$ cat src/rtl/imem_loader.sv
// Boot-time loader: receives a length-prefixed little-endian byte stream, writes the
// assembled words to instruction memory from address 0, and releases the CPU on a good checksum.
module imem_loader #(
    parameter int INSN_WIDTH = 16,
    parameter int ADDR_WIDTH = 8
) (
    input  logic                  clk,
    input  logic                  reset,
    input  logic                  in_valid,
    input  logic [7:0]            in_data,
    output logic                  in_ready,
    output logic                  im_we,
    output logic [ADDR_WIDTH-1:0] im_addr,
    output logic [INSN_WIDTH-1:0] im_wdata,
    output logic                  cpu_run,
    output logic                  error
);

    localparam int BYTES  = INSN_WIDTH / 8;
    localparam int BIDX_W = (BYTES > 1) ? $clog2(BYTES) : 1;
    localparam logic [31:0] CAPACITY = 32'(1) << ADDR_WIDTH;

    localparam logic [BIDX_W-1:0]   BIDX_ONE  = 1;
    localparam logic [BIDX_W-1:0]   BIDX_LAST = BIDX_W'(BYTES - 1);
    localparam logic [ADDR_WIDTH:0] WIDX_ONE  = 1;

    localparam logic [2:0] S_LEN_LO = 3'd0;
    localparam logic [2:0] S_LEN_HI = 3'd1;
    localparam logic [2:0] S_DATA   = 3'd2;
    localparam logic [2:0] S_CSUM   = 3'd3;
    localparam logic [2:0] S_DONE   = 3'd4;
    localparam logic [2:0] S_ERROR  = 3'd5;

    logic [2:0]            state;
    logic [7:0]            len_lo;
    logic [15:0]           len;
    logic [ADDR_WIDTH:0]   word_idx;
    logic [BIDX_W-1:0]     byte_idx;
    logic [INSN_WIDTH-1:0] asm_word;
    logic [INSN_WIDTH-1:0] next_word;
    logic [7:0]            sum;
    logic [15:0]           new_len;
    logic                  accept;
    logic                  last_byte;
    logic                  last_word;

    assign in_ready = (state == S_LEN_LO) || (state == S_LEN_HI) ||
                      (state == S_DATA)   || (state == S_CSUM);
    assign cpu_run  = (state == S_DONE);
    assign error    = (state == S_ERROR);

    assign accept    = in_valid && in_ready;
    assign new_len   = {in_data, len_lo};
    assign last_byte = (byte_idx == BIDX_LAST);
    // word_idx is one bit wider than im_addr so a full memory (N = 2^ADDR_WIDTH) ends cleanly
    assign last_word = ((32'(word_idx) + 32'd1) == 32'(len));

    always_comb begin
        next_word = asm_word;
        for (int lane = 0; lane < BYTES; lane++) begin
            if (byte_idx == BIDX_W'(lane)) begin
                next_word[lane*8 +: 8] = in_data;
            end
        end
    end

    always_ff @(posedge clk) begin
        if (reset) begin
            state    <= S_LEN_LO;
            len_lo   <= 8'd0;
            len      <= 16'd0;
            word_idx <= '0;
            byte_idx <= '0;
            asm_word <= '0;
            sum      <= 8'd0;
            im_we    <= 1'b0;
            im_addr  <= '0;
            im_wdata <= '0;
        end else begin
            im_we <= 1'b0;
            if (accept && (state != S_CSUM)) begin
                sum <= sum + in_data;
            end
            case (state)
                S_LEN_LO: begin
                    if (accept) begin
                        len_lo <= in_data;
                        state  <= S_LEN_HI;
                    end
                end
                S_LEN_HI: begin
                    if (accept) begin
                        len <= new_len;
                        if (32'(new_len) > CAPACITY) begin
                            state <= S_ERROR;
                        end else if (new_len == 16'd0) begin
                            state <= S_CSUM;
                        end else begin
                            state <= S_DATA;
                        end
                    end
                end
                S_DATA: begin
                    if (accept) begin
                        if (last_byte) begin
                            im_we    <= 1'b1;
                            im_addr  <= word_idx[ADDR_WIDTH-1:0];
                            im_wdata <= next_word;
                            word_idx <= word_idx + WIDX_ONE;
                            byte_idx <= '0;
                            if (last_word) begin
                                state <= S_CSUM;
                            end
                        end else begin
                            asm_word <= next_word;
                            byte_idx <= byte_idx + BIDX_ONE;
                        end
                    end
                end
                S_CSUM: begin
                    if (accept) begin
                        state <= (in_data == sum) ? S_DONE : S_ERROR;
                    end
                end
                S_DONE, S_ERROR: begin
                end
                // Unreachable encodings park in ERROR so the CPU is never released by accident
                default: begin
                    state <= S_ERROR;
                end
            endcase
        end
    end

endmodule

$ cat config.mk
export PLATFORM = sky130hd
export DESIGN_NAME = imem_loader
export DESIGN_NICKNAME = d
export VERILOG_FILES = /design/src/rtl/imem_loader.sv
export SDC_FILE = /design/constraint.sdc
export NUM_CORES = 1
export LEC_CHECK = 0
export ABC_CLOCK_PERIOD_IN_PS = 2500
export BUFFER_PORTS_ARGS = -buffer_cell sky130_fd_sc_hd__clkbuf_2
export CAP_MARGIN = 30
export CORE_ASPECT_RATIO = 1.25
export CORE_MARGIN = 1.5
export CORE_UTILIZATION = 40
export DETAILED_ROUTE_END_ITERATION = 10
export PLACE_DENSITY = 0.64
export SLEW_MARGIN = 5
export SYNTH_ARGS = -nofsm -noshare
export SYNTH_HDL_FRONTEND = slang
export SYNTH_SLANG_ARGS = --single-unit
export TNS_END_PERCENT = 1
$ cat constraint.sdc
create_clock -name clk -period 2.5 [get_ports clk]
set_clock_uncertainty 0.1 [all_clocks]
set_input_delay 0.375 -clock clk [delete_from_list [all_inputs] [get_ports clk]]
set_output_delay 0.375 -clock clk [all_outputs]
set_load 0.005 [all_outputs]
==> results.yml <==
clocking:
  cts_setup_buffers: 0
  cts.reportedPaths.clkPinSlew_ns: 0.09
  insertion_delay_ns: 0.35
  ctsRootBufferMaster: "clkbuf_8"
  cts_tree: "done"
  htreeDepth: 3
  cts_sinks: 78
  cts_resized: 0
  clk_path_buf_depth: 2
  holdBufCountCts: 0
  cts-buffers-inserted: 9
sta:
  slew_headroom_pct: 57.80
  fin_crit_ns: 2.293
  slew_viol_final: 0
  max_freq_mhz: 436.1
  fin_setup_tns_ns: 0
  rsz0062_at_grt: "no"
  setup_slack_ns: 0.2069
  setup_viol: 0
  whs_ns: 0.2657
  finalCritPeriodShare_pct: 91.73
  tightest_slew_ns: 0.6330
  hold_viol_final: 0
yosys:
  yosysSeqAreaShare_pct: 43.91
  syn_inst: 450
  ys_ff_latch: 78
  syn_area_per_cell_um2: 7.902
  syn_area_mm2: 0.003556
  async_flop_share_pct: 0
  synth_edf_count: 0
  synth_cell_types: 46
  ys_warn_count: 0
  synthFlopType: "dfxtp_1"
  syn_nets: 470
layout:
  final_cell_mix: "nand2_1 (115), dfxtp_1 (78), a21oi_1 (60), clkbuf_2 (38), nor2_1 (33)"
  final_util_pct: 46.39
  syn_to_final_growth_pct: 12.88
  n_fill_cell: 898
  fin_nets: 499
  diodes: 0
  final_layout_size_suffix_gt1_share_pct: 13.87
  layout_commonest_cell: "nand2_1"
critical_path:
  critPathTopFamily: "compound AO/OA/AOI/OAI gates"
  worstSetupEndpointType: "register"
  crit_required_ns: 2.66
  cp_num_buf_inv: 0
  startpoint_type: "register"
  crit_slowest_cell: "dfxtp_1"
  r2r_end: "state[0]$_SDFFE_PP0P_"
  startpoint: "word_idx[0]$_SDFFE_PP0P_"
  arrival_ns: 2.45
  crit_type: "reg2reg"
  ff2ff_path_depth: 7
  r2r-start: "word_idx[0]$_SDFFE_PP0P_"
  crit_chain: "ha_1 -> and2b_2 -> o21ba_2 -> a211o_1 -> a2111oi_2 -> nand2_1 -> a221oi_1"
  max_stage_delay_ns: 0.38
  crit_path_max_fanout: 7
  ff2ff_setup_slack_ns: 0.21
pwr:
  power_per_cell_area_mw_per_mm2: 613.3
  p_leak_nw: 1.481
  peakVddDrop_uv: 245.5
  finalPower_w: 0.002462
floorplanning:
  core.rowCount: 38
  core_area_mm2: 0.008653
  initial_utilization_pct: 41.09
  ios: 39
  die_x_um: 87.33
  die_area_mm2: 0.009468
  die_h_um: 108.4
grt:
  grt_overflow: 0
  grt_max_degree: 27
  antenna_found_initial: 0
  grt_pass1_vias: 2935
  grt_pass1_wl_um: 14090
  grt_usage_pct: 19.19
routing:
  drc_errors: 0
  drtPass1Iterations: 5
  drtIter0Drc: 244
  postRouteAntennaNets: 0
  wire_per_inst_um: 13.80
  wl_um: 8320
  via_per_inst: 5.197
  vias: 3134
placed_design:
  gp_congestion: 0.8730
  portBuffers: 38
  dp_hpwl_um: 5991
  dpl_worst_slack_ns: 0.2281
min_path:
  hold_path_end: "im_wdata[9]$_SDFFE_PP0P_"
  holdPathStages: 3
  worstHoldStart: "in_data[1]"
  hold_class: "in2reg"
job:
  cap_violations: 0
status:
  status: "finished clean"
-- power by group --
part / switching [W] / total, W / leakage, nW / internal (W)
logic: 0.000188 / 0.000314 / 0.768 / 0.000125
registers: 0.0000410 / 0.00133 / 0.632 / 0.00129
clock network: 0.000467 / 0.000820 / 0.0813 / 0.000353
total: 0.000696 / 0.00246 / 1.48 / 0.00177
-- metrics by stage --
step,std cells,area (um2)
6_report,603,4014
5_1_grt,603,4014
4_1_cts,602,4006
3_5_place_dp,587,3844
3_3_place_gp,587,3844
2_1_floorplan,450,3556
-- sequential cells by signal (all words and copies together), names as in the netlist --
register  flops
state         3
im_wdata     16
len          16
word_idx      9
byte_idx      1
im_addr       8
asm_word      8
len_lo        8
sum           8
im_we         1
-- per-layer routing --
layer	share of wire [%]	wire length, um	vias up	GRT usage, %
li1	-	-	1587	-
met1	45	3765	1470	24.62
met2	49	4074	56	30.82
met3	3.1	255	21	4.351
met4	2.7	225	0	7.937
met5	0	0	-	0
-- how the worst max path moves through the flow --
stage | to | slack, ns | depth (start not counted)
5_1_grt | state[0]$_SDFFE_PP0P_ | 0.03 | 7
6_report | state[0]$_SDFFE_PP0P_ | 0.21 | 7
3_5_place_dp | state[0]$_SDFFE_PP0P_ | 0.23 | 7
3_3_place_gp | state[2]$_SDFFE_PP0P_ | 0.31 | 7
2_1_floorplan | state[2]$_SDFFE_PP0P_ | 0.40 | 7
4_1_cts | state[0]$_SDFFE_PP0P_ | 0.21 | 7
-- cell type report --
type                            count  area [um2]  area share (%)
Tap cell                          120       150.1           3.741
Inverter                            8       30.03          0.7481
Clock buffer                        9       123.9           3.086
Timing Repair Buffer               47       270.3           6.733
Sequential cell                    78        1562           38.90
Multi-Input combinational cell    335        1839           45.82
Clock inverter                      6       38.79          0.9663
-- cell families (layout without fill, tap and decap cells) --
kind of cell	Yosys count	in the layout	share of synthesized area (%)
adder cells (fa/ha/maj)	9	9	3.378
XOR/XNOR	23	23	5.665
flip-flops	78	78	43.91
AO/OA/AOI/OAI	87	87	14.18
multiplexers	8	8	2.252
buffers and inverters	37	70	4.363
AND/OR/NAND/NOR	208	208	26.25
-- cells in the mapped netlist, types with 2 or more instances --
master	number	area share, %
a211oi_1	2	0.42
a21oi_1	60	8.4
a221oi_1	3	0.74
and3_1	2	0.35
and4_1	2	0.49
buf_2	4	0.56
buf_4	3	0.63
clkbuf_1	21	2.2
dfxtp_1	78	44
ha_1	8	2.8
inv_1	8	0.84
mux2i_1	8	2.3
nand2_1	115	12
nand2b_1	3	0.53
nand3_1	14	2.0
nand3b_1	2	0.42
nand4_1	7	1.2
nand4b_1	2	0.49
nor2_1	33	3.5
nor2b_1	6	1.1
nor3_1	7	0.99
nor4_1	5	0.88
o2111ai_1	2	0.49
o21a_1	2	0.42
o21ai_0	8	1.1
or3_1	4	0.70
xnor2_1	11	2.7
xor2_1	12	3.0
-- tightest hold or removal path, stage by stage --
cell	delay (ns)
clkbuf_2	0.15
nand2_1	0.09
a21oi_1	0.05
Power figures use the tool's default switching activity.
